--- config.mk ---
export PLATFORM = sky130hd
export DESIGN_NAME = spi_pkt_serializer_flat
export DESIGN_NICKNAME = d
export VERILOG_FILES = /design/src/rtl/spi_pkt_pkg.sv /design/src/rtl/spi_pkt_serializer_if.sv /design/src/rtl/spi_pkt_fifo.sv /design/src/rtl/spi_pkt_serializer.sv /design/src/flat_wrapper.sv
export SDC_FILE = /design/constraint.sdc
export NUM_CORES = 1
export LEC_CHECK = 0
export CORE_MARGIN = 10
export CORE_UTILIZATION = 30
export CTS_CLUSTER_SIZE = 25
export DETAILED_ROUTE_END_ITERATION = 16
export HOLD_SLACK_MARGIN = 0.06
export PLACE_DENSITY = 0.55
export SYNTH_ARGS = -nofsm -noshare
export SYNTH_HDL_FRONTEND = slang
export SYNTH_SLANG_ARGS = --single-unit
--- constraint.sdc ---
create_clock -name clk_SPI -period 2.96 [get_ports clk_SPI]
set_clock_uncertainty 0.15 [all_clocks]
set_input_delay 0.592 -clock clk_SPI [delete_from_list [all_inputs] [get_ports clk_SPI]]
set_output_delay 0.592 -clock clk_SPI [all_outputs]
set_load 0.02 [all_outputs]
--- src/rtl/spi_pkt_pkg.sv ---
// spi_pkt_pkg: shared FSM state type and width helpers for the SPI packet serializer.
package spi_pkt_pkg;
  localparam int STATE_W = 2;
  typedef enum logic [STATE_W-1:0] {IDLE, SETUP, SHIFT, GAP} state_t;
  function automatic int bcnt_w(input int pkt_w);
    return $clog2(pkt_w + 1);
  endfunction
endpackage

--- src/rtl/spi_pkt_serializer_if.sv ---
// spi_pkt_serializer_if: packet-in / SPI-out bundle; SPI_RX_EN adds miso and rx_data.
interface spi_pkt_serializer_if #(parameter int PKT_W = 64);
  logic pkt_rec;
  logic [PKT_W-1:0] shift_buf;
  logic sclk;
  logic cs_n;
  logic mosi;
  logic [PKT_W-1:0] SPI_out;
  logic pkt_done;
  logic busy;
  logic full;
  logic overflow;
`ifdef SPI_RX_EN
  logic miso;
  logic [PKT_W-1:0] rx_data;
  modport slave (input pkt_rec, shift_buf, miso,
                 output sclk, cs_n, mosi, SPI_out, pkt_done, busy, full, overflow, rx_data);
  modport master (output pkt_rec, shift_buf, miso,
                  input sclk, cs_n, mosi, SPI_out, pkt_done, busy, full, overflow, rx_data);
`else
  modport slave (input pkt_rec, shift_buf,
                 output sclk, cs_n, mosi, SPI_out, pkt_done, busy, full, overflow);
  modport master (output pkt_rec, shift_buf,
                  input sclk, cs_n, mosi, SPI_out, pkt_done, busy, full, overflow);
`endif
endinterface

--- src/rtl/spi_pkt_fifo.sv ---
// spi_pkt_fifo: DEPTH x PKT_W synchronous FIFO; a push while full is taken if a pop lands in the same cycle.
module spi_pkt_fifo #(
  parameter int PKT_W = 64,
  parameter int DEPTH = 4
) (
  input  logic             clk,
  input  logic             rst,
  input  logic             push,
  input  logic             pop,
  input  logic [PKT_W-1:0] din,
  output logic [PKT_W-1:0] dout,
  output logic             full,
  output logic             empty
);
  localparam int AW = $clog2(DEPTH);
  logic [PKT_W-1:0] mem [DEPTH];
  logic [AW:0] wr, rd;
  logic wr_en;
  assign wr_en = push & (~full | pop);
  assign empty = wr == rd;
  assign full = (wr[AW] != rd[AW]) && (wr[AW-1:0] == rd[AW-1:0]);
  assign dout = mem[rd[AW-1:0]];
  always_ff @(posedge clk or negedge rst)
    if (!rst) begin
      wr <= '0;
      rd <= '0;
    end else begin
      if (wr_en) wr <= wr + 1'b1;
      if (pop) rd <= rd + 1'b1;
    end
  always_ff @(posedge clk)
    if (wr_en) mem[wr[AW-1:0]] <= din;
endmodule

--- src/rtl/spi_pkt_serializer.sv ---
// spi_pkt_serializer: queues packets on pkt_rec rising edges and sends them MSB-first as an SPI mode-0 master.
// Optional SPI_RX_EN adds miso capture into rx_data. rst is asynchronous, active low.
module spi_pkt_serializer
  import spi_pkt_pkg::*;
#(
  parameter int PKT_W   = 64,
  parameter int DEPTH   = 4,
  parameter int CLK_DIV = 4
) (
  input logic clk_SPI,
  input logic rst,
  spi_pkt_serializer_if.slave bus
);
  localparam int CW = $clog2(CLK_DIV);
  localparam int BW = bcnt_w(PKT_W);
  state_t state;
  logic [CW-1:0] cnt;
  logic [BW-1:0] bcnt;
  logic [PKT_W-1:0] sh, dout, spi_out_q;
  logic pkt_rec_q, push, pop, tick, rise, full, empty;
  logic sclk_q, cs_n_q, mosi_q, done_q, ovf_q;
  assign push = bus.pkt_rec & ~pkt_rec_q;
  assign pop = (state == IDLE) & ~empty;
  assign tick = cnt == CW'(CLK_DIV - 1);
  assign rise = tick & ((state == SETUP) | ((state == SHIFT) & ~sclk_q));
  assign bus.sclk = sclk_q;
  assign bus.cs_n = cs_n_q;
  assign bus.mosi = mosi_q;
  assign bus.SPI_out = spi_out_q;
  assign bus.pkt_done = done_q;
  assign bus.overflow = ovf_q;
  assign bus.full = full;
  assign bus.busy = (state != IDLE) | ~empty;
  spi_pkt_fifo #(.PKT_W(PKT_W), .DEPTH(DEPTH)) u_fifo (
    .clk(clk_SPI), .rst(rst), .push(push), .pop(pop),
    .din(bus.shift_buf), .dout(dout), .full(full), .empty(empty)
  );
`ifdef SPI_RX_EN
  logic [PKT_W-1:0] rx_sh, rx_q;
  assign bus.rx_data = rx_q;
`endif
  always_ff @(posedge clk_SPI or negedge rst)
    if (!rst) begin
      state <= IDLE;
      cnt <= '0;
      bcnt <= '0;
      sh <= '0;
      pkt_rec_q <= 1'b1;
      sclk_q <= 1'b0;
      cs_n_q <= 1'b1;
      mosi_q <= 1'b0;
      spi_out_q <= '0;
      done_q <= 1'b0;
      ovf_q <= 1'b0;
`ifdef SPI_RX_EN
      rx_sh <= '0;
      rx_q <= '0;
`endif
    end else begin
      pkt_rec_q <= bus.pkt_rec;
      done_q <= 1'b0;
      cnt <= tick ? '0 : cnt + 1'b1;
      if (push & full & ~pop) ovf_q <= 1'b1;
      if (rise) bcnt <= bcnt + 1'b1;
`ifdef SPI_RX_EN
      if (rise) rx_sh <= {rx_sh[PKT_W-2:0], bus.miso};
`endif
      case (state)
        IDLE: if (pop) begin
          sh <= dout;
          mosi_q <= dout[PKT_W-1];
          cs_n_q <= 1'b0;
          cnt <= '0;
          bcnt <= '0;
          state <= SETUP;
        end
        SETUP: if (tick) begin
          sclk_q <= 1'b1;
          state <= SHIFT;
        end
        SHIFT: if (tick) begin
          sclk_q <= ~sclk_q;
          // rotating keeps the original packet in sh after PKT_W falls
          if (sclk_q) begin
            sh <= {sh[PKT_W-2:0], sh[PKT_W-1]};
            if (bcnt == BW'(PKT_W)) begin
              state <= GAP;
              cs_n_q <= 1'b1;
              spi_out_q <= {sh[PKT_W-2:0], sh[PKT_W-1]};
              done_q <= 1'b1;
`ifdef SPI_RX_EN
              rx_q <= rx_sh;
`endif
            end else mosi_q <= sh[PKT_W-2];
          end
        end
        GAP: if (tick) state <= IDLE;
      endcase
    end
endmodule

--- src/flat_wrapper.sv ---
// flat-port wrapper written by rule: the top's interface ports become plain ports
module spi_pkt_serializer_flat import spi_pkt_pkg::*;
#(
  parameter int PKT_W   = 64,
  parameter int DEPTH   = 4,
  parameter int CLK_DIV = 4
)
  (clk_SPI, rst, bus_pkt_rec, bus_shift_buf, bus_sclk, bus_cs_n, bus_mosi, bus_SPI_out, bus_pkt_done, bus_busy, bus_full, bus_overflow);
  spi_pkt_serializer_if #(.PKT_W(PKT_W)) bus_i ();
  input logic clk_SPI;
  input logic rst;
  input wire logic [$bits(bus_i.pkt_rec)-1:0] bus_pkt_rec;
  input wire logic [$bits(bus_i.shift_buf)-1:0] bus_shift_buf;
  output wire logic [$bits(bus_i.sclk)-1:0] bus_sclk;
  output wire logic [$bits(bus_i.cs_n)-1:0] bus_cs_n;
  output wire logic [$bits(bus_i.mosi)-1:0] bus_mosi;
  output wire logic [$bits(bus_i.SPI_out)-1:0] bus_SPI_out;
  output wire logic [$bits(bus_i.pkt_done)-1:0] bus_pkt_done;
  output wire logic [$bits(bus_i.busy)-1:0] bus_busy;
  output wire logic [$bits(bus_i.full)-1:0] bus_full;
  output wire logic [$bits(bus_i.overflow)-1:0] bus_overflow;
  assign bus_i.pkt_rec = bus_pkt_rec;
  assign bus_i.shift_buf = bus_shift_buf;
  assign bus_sclk = bus_i.sclk;
  assign bus_cs_n = bus_i.cs_n;
  assign bus_mosi = bus_i.mosi;
  assign bus_SPI_out = bus_i.SPI_out;
  assign bus_pkt_done = bus_i.pkt_done;
  assign bus_busy = bus_i.busy;
  assign bus_full = bus_i.full;
  assign bus_overflow = bus_i.overflow;
  spi_pkt_serializer #(.PKT_W(PKT_W), .DEPTH(DEPTH), .CLK_DIV(CLK_DIV)) u_core (.clk_SPI(clk_SPI), .rst(rst), .bus(bus_i));
endmodule
==> key figures, run 1 <==
Status
  • Status: complete, no violations

CTS
  • Clk Latency, worst-skew pair: between 0.5 and 0.6 ns
  • Post-CTS setup buffer count: 0
  • Longest Clk Path Bufs: 3
  • Clk sink count: roughly 410
  • CTS H-tree lvls: 2
  • Clock root cell: clkbuf_16
  • Total CTS buffers: 45
  • TritonCTS clock tree: yes
  • Clk slew on worst S/H paths: roughly 0.06 ns

Power and ir drop
  • Internal power: 12900 uW
  • Power Density: between 900 and 1000 mW/mm^2
  • Comb power frac: around 29%
  • P_sw: 5990 uW
  • Peak supply drop: 597 uV
  • Clock power share: 30.8%
  • Switching Fraction: 31.7%
  • Leak: between 0.007 and 0.008 uW
  • Flop pwr share: 40.7%

Timing
  • Slew Limit Fails: 0
  • Worst Max-Slew Pin Slew: 1.06 ns
  • Hold Fails Final Rpt: 0
  • RSZ-0062 raised after global routing: false
  • Max_slew headroom: 29.3%
  • Final setup fails: 0
  • Final worst-path cycle share: about nine tenths
  • Fin Setup TNS: 0 ns
  • Min cycle time layout: 2.68 ns
  • Fmax: 373 MHz

Logic synthesis
  • Most numerous cell in the Yosys netlist: edfxtp_1
  • Top cells by area, synth: edfxtp_1, dfrtp_1, mux4_2
  • Post-synth top area cell: edfxtp_1
  • Synth Warn #: 0
  • Post-synthesis sequential area ratio: between 70% and 80%
  • Post-Syn Area per Cell: 16.9 um^2
  • Flops & latches, synth: 407
  • Synth cell types: 38
  • Asr flop ratio synth: a little under two fifths
  • Mapped Area: 0.0160 mm^2
  • Syn Nets: 1024
  • Number of synthesized flops with an enable pin: around 260
  • Synth top area share: between 40 and 50%
  • Post-synth top cells: edfxtp_1, dfrtp_1, nand2_1, a21oi_1, a31oi_1
  • Main synth FF type: edfxtp_1
  • Post-Syn Instances: between 900 and 1000

Worst setup path
  • Reg-to-reg critical path startpoint: u_core.bcnt[0]
  • Worst-path fanout max: 5
  • Crit start category: flop
  • CP startpoint: u_core.u_fifo.wr[1]
  • WP data required: 2.22 ns
  • Worst setup EP type: output pin
  • Arrival @ worst endpoint: 1.94 ns
  • FF-to-FF path depth: 7
  • Crit Path Class: reg2out

Routing
  • Vias per inst: 4.77
  • Drt initial violations: 476
  • Wirelength per Cell: 20.5 um
  • Routed via count: a little under 9000
  • Drc violations: 0
  • First-pass iteration count of the detailed router: 4
  • WL final: 37500 um
  • Remaining antenna violation count: 0

Floorplanning
  • Core Area: approximately 0.053 mm^2
  • Row count: 84
  • Initial core utilization: 30.4%
  • I/O pins: 138
  • Die area: 0.0629 mm^2
  • DIE HEIGHT: 251 um
  • Die X: 251 um

Finish
  • Final core utilization: 37.9%
  • Layout area overhead: 24.9%
  • # nets final: 1180
  • Share of layout cells above drive strength 1: 21.5%

Placement
  • RePlAce Congestion: 0.722
  • I/O Buffers: roughly 140
  • Hpwl dp: 23400 um

Worst hold path
  • HP Class: reg2reg
  • Worst Hold Launch: u_core.cnt[0]
  • WHS Path Cells: 1

Global route
  • Global-route congestion overflow total: 0
  • Number of global-route vias before repair: 9170
  • Global-route wire length before repair: roughly 58000 um
  • Total track usage: 11.8%
  • Largest net degree at the start of global routing: 70
  • Antenna violations before repair: 7

Job
  • MaxCap Viol Count: 0
## critical path, stage by stage (launching register included)
cell	delay (ns)
dfrtp_1	0.46
xnor2_2	0.28
nand2_1	0.12
nor2_1	0.15
dlygate4sd2_1	0.36
## registers in the layout, indices dropped and copies added, names as in the netlist
signal,flops
u_core.bcnt,7
u_core.bus.SPI_out,64
u_core.bus.cs_n,1
u_core.bus.mosi,1
u_core.bus.overflow,1
u_core.bus.pkt_done,1
u_core.bus.sclk,1
u_core.cnt,2
u_core.pkt_rec_q,1
u_core.sh,64
u_core.state,2
u_core.u_fifo.mem,256
u_core.u_fifo.rd,3
u_core.u_fifo.wr,3
## cells by family (layout without fill, tap and decap cells)
group / after synthesis / in the layout / share of synthesized area (%)
fa+ha+maj: 12 / 12 / 0.939
buf+inv: 69 / 262 / 2.03
simple gates: 163 / 163 / 4.23
xor+xnor: 12 / 12 / 0.657
mux: 132 / 132 / 14.9
flops: 407 / 407 / 71.7
compound gates: 150 / 150 / 5.46
other cells: 0 / 1 / 0
## routing by layer
metal  GRT usage, %  wire length, um  vias to the layer above
met5              0               95                        -
met4           2.91              693                       14
met3           4.19             2730                       65
met2           19.5            18300                      188
met1           14.5            15600                     4506
li1               -                -                     3936
## per-stage QoR
step	power [uW]	setup slack [ns]	cell area, um^2	instances	hold WS [ns]
CTS	19300	0.00123	20000	1826	0.288
detailed placement	13300	0.291	18400	1741	0.280
global route	20000	0.152	20000	1826	0.295
finish	18900	0.280	20000	1827	0.284
global placement	13200	0.287	18400	1741	0.281
floorplan	11400	0.391	16000	945	0.146
## final timing paths
kind	slack, ns	endpoint
min reg2reg	0.28	u_core.cnt[0]
min in group asynchronous	0.42	u_core.bus.overflow
max	0.28	bus_full
max in group asynchronous	1.47	u_core.bus.SPI_out[2]
min	0.28	u_core.cnt[0]
max reg2reg	0.34	u_core.bus.SPI_out[25]
## cell usage in the layout (no fill, tap or decap), types with 2 or more instances in the layout
master	netlist	layout
a21oi_1	69	68
a31oi_1	66	66
and2_1	8	3
and2_4	0	4
buf_12	0	14
buf_4	0	15
bufinv_16	0	7
clkbuf_1	31	12
clkbuf_16	0	46
clkbuf_8	0	2
clkdlybuf4s50_1	0	134
clkinv_1	0	7
clkinv_2	0	5
dfrtp_1	149	147
dfrtp_4	0	2
dfstp_2	2	2
edfxtp_1	256	256
ha_1	12	11
inv_1	11	10
inv_6	0	3
mux2_2	17	17
mux2_4	49	49
mux2i_1	2	2
mux4_2	64	64
nand2_1	135	134
nand2b_1	2	2
nand4_1	2	2
nor2_1	9	9
o2111ai_1	2	2
o211ai_1	2	2
o21ai_0	4	4
or3_1	2	2
xnor2_1	7	4
xnor2_2	0	3
xor2_1	5	5
## layout make-up
type	instances	area [um^2]
Fill cell	4854	32700
Sequential cell	407	11500
Multi-Input combinational cell	469	4260
Timing Repair Buffer	167	1780
Clock buffer	60	1220
Tap cell	688	861
Clock inverter	24	327
Inverter	11	41.3
Antenna cell	1	2.50
## power groups by stage
stage	Sequential, uW	Clock [uW]	Combinational, uW
floorplan	7580	0	3850
global placement	7760	0	5470
detailed placement	7800	0	5540
CTS	7700	5990	5560
global route	7800	6210	6040
finish	7690	5820	5400
## timing repair
| action | in CTS | in global routing |
|---|---|---|
| setup endpoints to repair | 2 | 1 |
| resized for setup | 3 | 2 |
| gates cloned | 0 | 0 |
| endpoints found under the hold margin | 45 | 0 |
| hold buffers | 1 | 0 |
(Power assumes the default switching activity.)
==> run 2, diff against run 1 <==
Settings changed: CORE_UTILIZATION 30 to 52, PLACE_DENSITY 0.55 to 0.82.
==> run 2 against run 1 <==
Compared with the run above: non-clock buffer count shrank 1; critical path depth is 1 lower; clock-buffer cell count shrank 7; maximum frequency fell by 5.5%; combinational power grew 1%; die area is 39% lower; sequential power up 1%; core utilization rose by 26 points; wire length shrank 2.9%; register-to-register slack improved by 0.18 ns; hold slack improved by 0.032 ns; sequential cell count unchanged; critical path type unchanged; largest power group unchanged.
==> key figures, run 2 (synthesized netlist as in run 1, its figures left out) <==
Routing
  • Remaining antenna violation count: 0
  • Wirelength per Cell: 23.8 um
  • Vias per inst: 5.90
  • WL final: 36400 um
  • Drc violations: 0
  • First-pass iteration count of the detailed router: 6
  • Routed via count: between 9000 and 10000
  • Drt initial violations: a little under 1000

CTS
  • Clk slew on worst S/H paths: approximately 0.060 ns
  • Clk sink count: 407
  • Total CTS buffers: 41
  • CTS H-tree lvls: 2
  • Longest Clk Path Bufs: 3
  • Clk Latency, worst-skew pair: between 0.5 and 0.6 ns
  • Clock root cell: clkbuf_16
  • TritonCTS clock tree: yes

Status
  • Status: complete, no violations

Timing
  • Final worst-path cycle share: 95.8%
  • Hold Fails Final Rpt: 0
  • Max_slew headroom: between 30 and 40%
  • Final setup fails: 0
  • Min cycle time layout: 2.84 ns
  • Fmax: 353 MHz
  • RSZ-0062 raised after global routing: false
  • Slew Limit Fails: 0
  • Worst Max-Slew Pin Slew: 0.999 ns
  • Fin Hold WS: 0.315 ns
  • Setup ws final: 0.124 ns
  • Fin Setup TNS: 0 ns

Worst setup path
  • Reg2reg setup slack: 0.52 ns
  • Crit start category: flop
  • Reg-to-reg critical path startpoint: u_core.bcnt[0]
  • Arrival @ worst endpoint: 2.09 ns
  • Crit Path Class: reg2out
  • WP data required: 2.22 ns
  • Worst-path fanout max: 5
  • Worst setup EP type: output pin
  • R2r endpoint: u_core.bus.SPI_out[58]
  • FF-to-FF path depth: 7

Finish
  • Share of layout cells above drive strength 1: 21.6%
  • Fillcell total: 2040
  • FF+latch area: 0.0115 mm^2
  • Number of flip-flops in the largest register: 256
  • Most common cell after layout, fill and taps aside: edfxtp_1
  • Multi-input gate area: 0.00425 mm^2
  • Commonest cells after routing, fill and taps aside: edfxtp_1, dfrtp_1, clkdlybuf4s50_1
  • # nets final: approximately 1200
  • Layout area overhead: 21.7%

Worst hold path
  • Worst Hold Launch: u_core.cnt[0]
  • HP Class: reg2reg
  • WHS Path Cells: 1
  • Hold Path Sink: u_core.cnt[0]

Power and ir drop
  • Peak supply drop: between 700 and 800 uV
  • Power Density: 955 mW/mm^2
  • Leak: 0.00740 uW

Global route
  • Number of global-route vias before repair: roughly 9500
  • Largest net degree at the start of global routing: 67
  • Antenna violations before repair: 5
  • Busiest grt layer: met2
  • Met2 GRT Util: a little under a third
  • Total track usage: 18.9%
  • M3 GR Usage: approximately 4%
  • Met1 usage: a little under a quarter
  • Global-route congestion overflow total: 0
  • Global-route wire length before repair: 56400 um

Placement
  • DP Worst Slack: 0.413 ns
  • RePlAce Congestion: 0.758
  • I/O Buffers: around 140
  • Hpwl dp: around 21000 um

Floorplanning
  • Initial core utilization: 52.5%
  • Row count: 64
  • Die area: 0.0382 mm^2
  • I/O pins: about 140
  • DIE HEIGHT: 195 um
  • Die X: 195 um
  • Core Area: 0.0304 mm^2

Job
  • MaxCap Viol Count: 0
==> run 2: cell count changes in the layout (fill, tap and decap cells not counted), sizes merged <==
| cell | delta |
|---|---|
| buf | -1 |
| bufinv | -2 |
| clkbuf | -7 |
| clkdlybuf4s50 | +1 |
| clkinvlp | +2 |
| diode | +4 |
| dlygate4sd2 | -1 |
| inv | -2 |
==> run 2: how the worst max path moves through the flow <==
stage,start,endpoint,slack [ns],depth (start not counted)
floorplan,u_core.state[0],u_core.u_fifo.mem[3][0],0.39,5
detailed placement,bus_pkt_rec,u_core.u_fifo.mem[2][47],0.41,6
global placement,bus_pkt_rec,u_core.u_fifo.mem[3][47],0.39,6
finish,u_core.u_fifo.rd[0],bus_busy,0.12,3
CTS,u_core.u_fifo.rd[0],bus_full,0.03,4
global route,u_core.u_fifo.rd[0],bus_busy,0.04,3
==> run 2: critical path, stage by stage (launching register included) <==
cell             delay, ns
dfrtp_4               0.50
xnor2_2               0.24
nand4_1               0.20
clkdlybuf4s50_1       0.61
==> run 2: layout make-up <==
| class | instances | area share [%] |
|---|---|---|
| multi-input combinational | 469 | 21.8 |
| antenna | 5 | 0.0643 |
| sequential | 407 | 59.0 |
| inverter | 11 | 0.212 |
| timing repair buffer | 166 | 9.17 |
| clock inverter | 22 | 1.27 |
| clock buffer | 53 | 5.88 |
| tap | 396 | 2.55 |
==> run 2: layer usage <==
metal / wire, um / vias up
met5: 0 / -
met4: 1110 / 0
met3: 2430 / 81
met2: 18800 / 358
met1: 14100 / 4671
li1: - / 3907
==> run 2: timing repair <==
item	in CTS	in global routing
setup buffers	0	0
gates resized for setup	3	1
endpoints found under the hold margin	49	0
hold buffers	1	0
pin swaps	0	0
endpoints found under the setup margin	2	1
==> run 2: report_power, final <==
part,internal (uW),total (uW),switching (uW)
registers,7090,7770,679
clock network,3170,5310,2140
logic,2290,5480,3190
total,12600,18600,6010
==> run 2: through the flow <==
step                      area (um^2)  std cells  utilization, %  total power [uW]
after floorplan                 16000        945               -             11400
after global placement          18000       1448            59.2             13000
after detailed placement        18000       1448            59.2             13200
after CTS                       19400       1524            63.9             18700
after global routing            19400       1529            63.9             19500
final                           19400       1529            63.9             18600
==> run 3, diff against run 2 <==
Clock period 2.96 ns to 2.3 ns, I/O delays scaled along.
==> run 3 against run 2 <==
Compared with the run above: clock-buffer cell count rose by 10; worst setup slack got worse by 0.093 ns; total power increased by 30%; die area stayed put; core utilization grew 1.0 points; final cell count increased by 1.5%; global-route usage fell by 0.62 points; largest cell class unchanged.
==> key figures, run 3 (synthesized netlist as in run 1, its figures left out) <==
Timing
  • Hold Fails Final Rpt: 0
  • RSZ-0062 raised after global routing: true
  • Final setup fails: 0
  • Final worst-path cycle share: a little under 100%
  • Min cycle time layout: 2.27 ns
  • Fmax: around 440 MHz
  • Slew Limit Fails: 0
  • Fin Setup TNS: 0 ns
  • Worst Max-Slew Pin Slew: 0.595 ns
  • Max_slew headroom: 60.3%
  • Setup ws final: 0.0316 ns
  • Fin Hold WS: approximately 0.24 ns

Power and ir drop
  • Power Density: roughly 1200 mW/mm^2
  • Leak: 0.00756 uW
  • Peak supply drop: 815 uV
  • Power Total: 24200 uW

Global route
  • Met2 GRT Util: 31.2%
  • Largest net degree at the start of global routing: 70
  • Total track usage: 18.2%
  • Met1 usage: 22.3%
  • Busiest grt layer: met2
  • M3 GR Usage: 3.97%
  • Global-route wire length before repair: 54900 um
  • Antenna violations before repair: 7
  • Number of global-route vias before repair: roughly 9500
  • Global-route congestion overflow total: 0

Floorplanning
  • DIE HEIGHT: between 150 and 200 um
  • Core Area: 0.0304 mm^2
  • Row count: 64
  • I/O pins: 138
  • Die area: 0.0382 mm^2
  • Die X: 195 um
  • Initial core utilization: roughly 53%

Worst setup path
  • Worst setup EP type: flop
  • Crit start category: flop
  • Reg2reg setup slack: 0.03 ns
  • Reg-to-reg critical path startpoint: u_core.bcnt[0]
  • Worst-path fanout max: 18
  • Crit Path Class: reg2reg
  • WP data required: 2.56 ns
  • Arrival @ worst endpoint: 2.53 ns
  • FF-to-FF path depth: 7
  • Delay of the slowest cell on the worst path: 0.48 ns
  • R2r endpoint: u_core.bus.SPI_out[16]
  • Critical Path Slowest Stage Cell: or4b_4
  • Critical-path cell list: inv_2, ha_4, or4b_4, nor3_4, nand2_4, buf_12, mux2_4

Worst hold path
  • Hold Path Sink: u_core.pkt_rec_q
  • WHS Path Cells: 1
  • HP Class: in2reg
  • Worst Hold Launch: bus_pkt_rec

Status
  • Status: complete, no violations

Finish
  • Share of layout cells above drive strength 1: 23.0%
  • Fillcell total: roughly 2000
  • Most common cell after layout, fill and taps aside: edfxtp_1
  • # nets final: 1196
  • Final core utilization: roughly two thirds
  • Layout area overhead: 23.6%
  • Number of flip-flops in the largest register: ~260
  • Commonest cells after routing, fill and taps aside: edfxtp_1, dfrtp_1, nand2_1

Routing
  • Drc violations: 0
  • Drt initial violations: 1016
  • Vias per inst: just under 6
  • Routed via count: 9035
  • WL final: between 30000 and 40000 um
  • First-pass iteration count of the detailed router: 5
  • Wirelength per Cell: 23.5 um
  • Remaining antenna violation count: 0

Job
  • MaxCap Viol Count: 0

Placement
  • RePlAce Congestion: slightly below 0.8
  • DP Worst Slack: -0.233 ns
  • I/O Buffers: 137
  • Hpwl dp: 21600 um

CTS
  • Clk Latency, worst-skew pair: approximately 0.52 ns
  • Clk sink count: 407
  • Clock root cell: clkbuf_16
  • CTS H-tree lvls: 2
  • Clk slew on worst S/H paths: approximately 0.060 ns
  • Longest Clk Path Bufs: 3
  • TritonCTS clock tree: yes
  • Total CTS buffers: 40
-- run 3: worst max-delay path by stage --
stage	endpoint	slack [ns]	cells after the start	start
2_1_floorplan	u_core.u_fifo.mem[3][0]	-0.27	5	u_core.state[0]
3_3_place_gp	u_core.u_fifo.mem[2][47]	-0.16	6	bus_pkt_rec
3_5_place_dp	u_core.u_fifo.mem[2][47]	-0.23	6	bus_pkt_rec
4_1_cts	bus_busy	0.02	4	u_core.state[0]
5_1_grt	u_core.bus.SPI_out[31]	-0.05	7	u_core.bcnt[0]
6_report	u_core.bus.SPI_out[16]	0.03	7	u_core.bcnt[0]
-- run 3: repair_timing --
action	in CTS	in global routing
endpoints found under the setup margin	249	55
pin swaps	1	1
gates resized for setup	10	11
cloned	0	2
endpoints found under the hold margin	48	0
setup buffers	1	3
hold buffers	1	0
-- run 3: layout make-up --
cell class / instances / area (um^2) / area share, %
flip-flops and latches: 407 / 11500 / 58.1
multi-input cells: 469 / 4280 / 21.6
repair buffers: 188 / 2090 / 10.6
clock buffers: 63 / 1200 / 6.07
well taps: 396 / 495 / 2.51
clock inverters: 11 / 164 / 0.829
inverters: 11 / 41.3 / 0.209
diodes: 7 / 17.5 / 0.0886
-- run 3: where the power goes --
group	leakage, uW	internal [uW]	switching, uW	total [uW]
registers	0.00421	9130	899	10000
clock network	0.000667	4040	2630	6670
logic	0.00268	3240	4230	7470
total	0.00756	16400	7760	24200
-- run 3: worst max-delay path, delay by kind of cell, from the launching register on --
family | cells | cell delay [ns]
buf+inv | 2 | 0.32
flops | 1 | 0.40
mux | 1 | 0.31
fa+ha+maj | 1 | 0.12
simple gates | 3 | 0.86
-- run 3: stage by stage --
stage	std cells	area, um^2
detailed placement	1464	18200
finish	1552	19800
CTS	1540	19600
global route	1552	19800
floorplan	945	16000
global placement	1464	18200
-- run 3: per-layer routing --
metal | vias up | part of all wire [%] | wire length [um]
met5 | - | 0 | 0
met4 | 0 | 2.8 | 1030
met3 | 69 | 6.7 | 2450
li1 | 3954 | - | -
met1 | 4636 | 39 | 14300
met2 | 376 | 51 | 18700
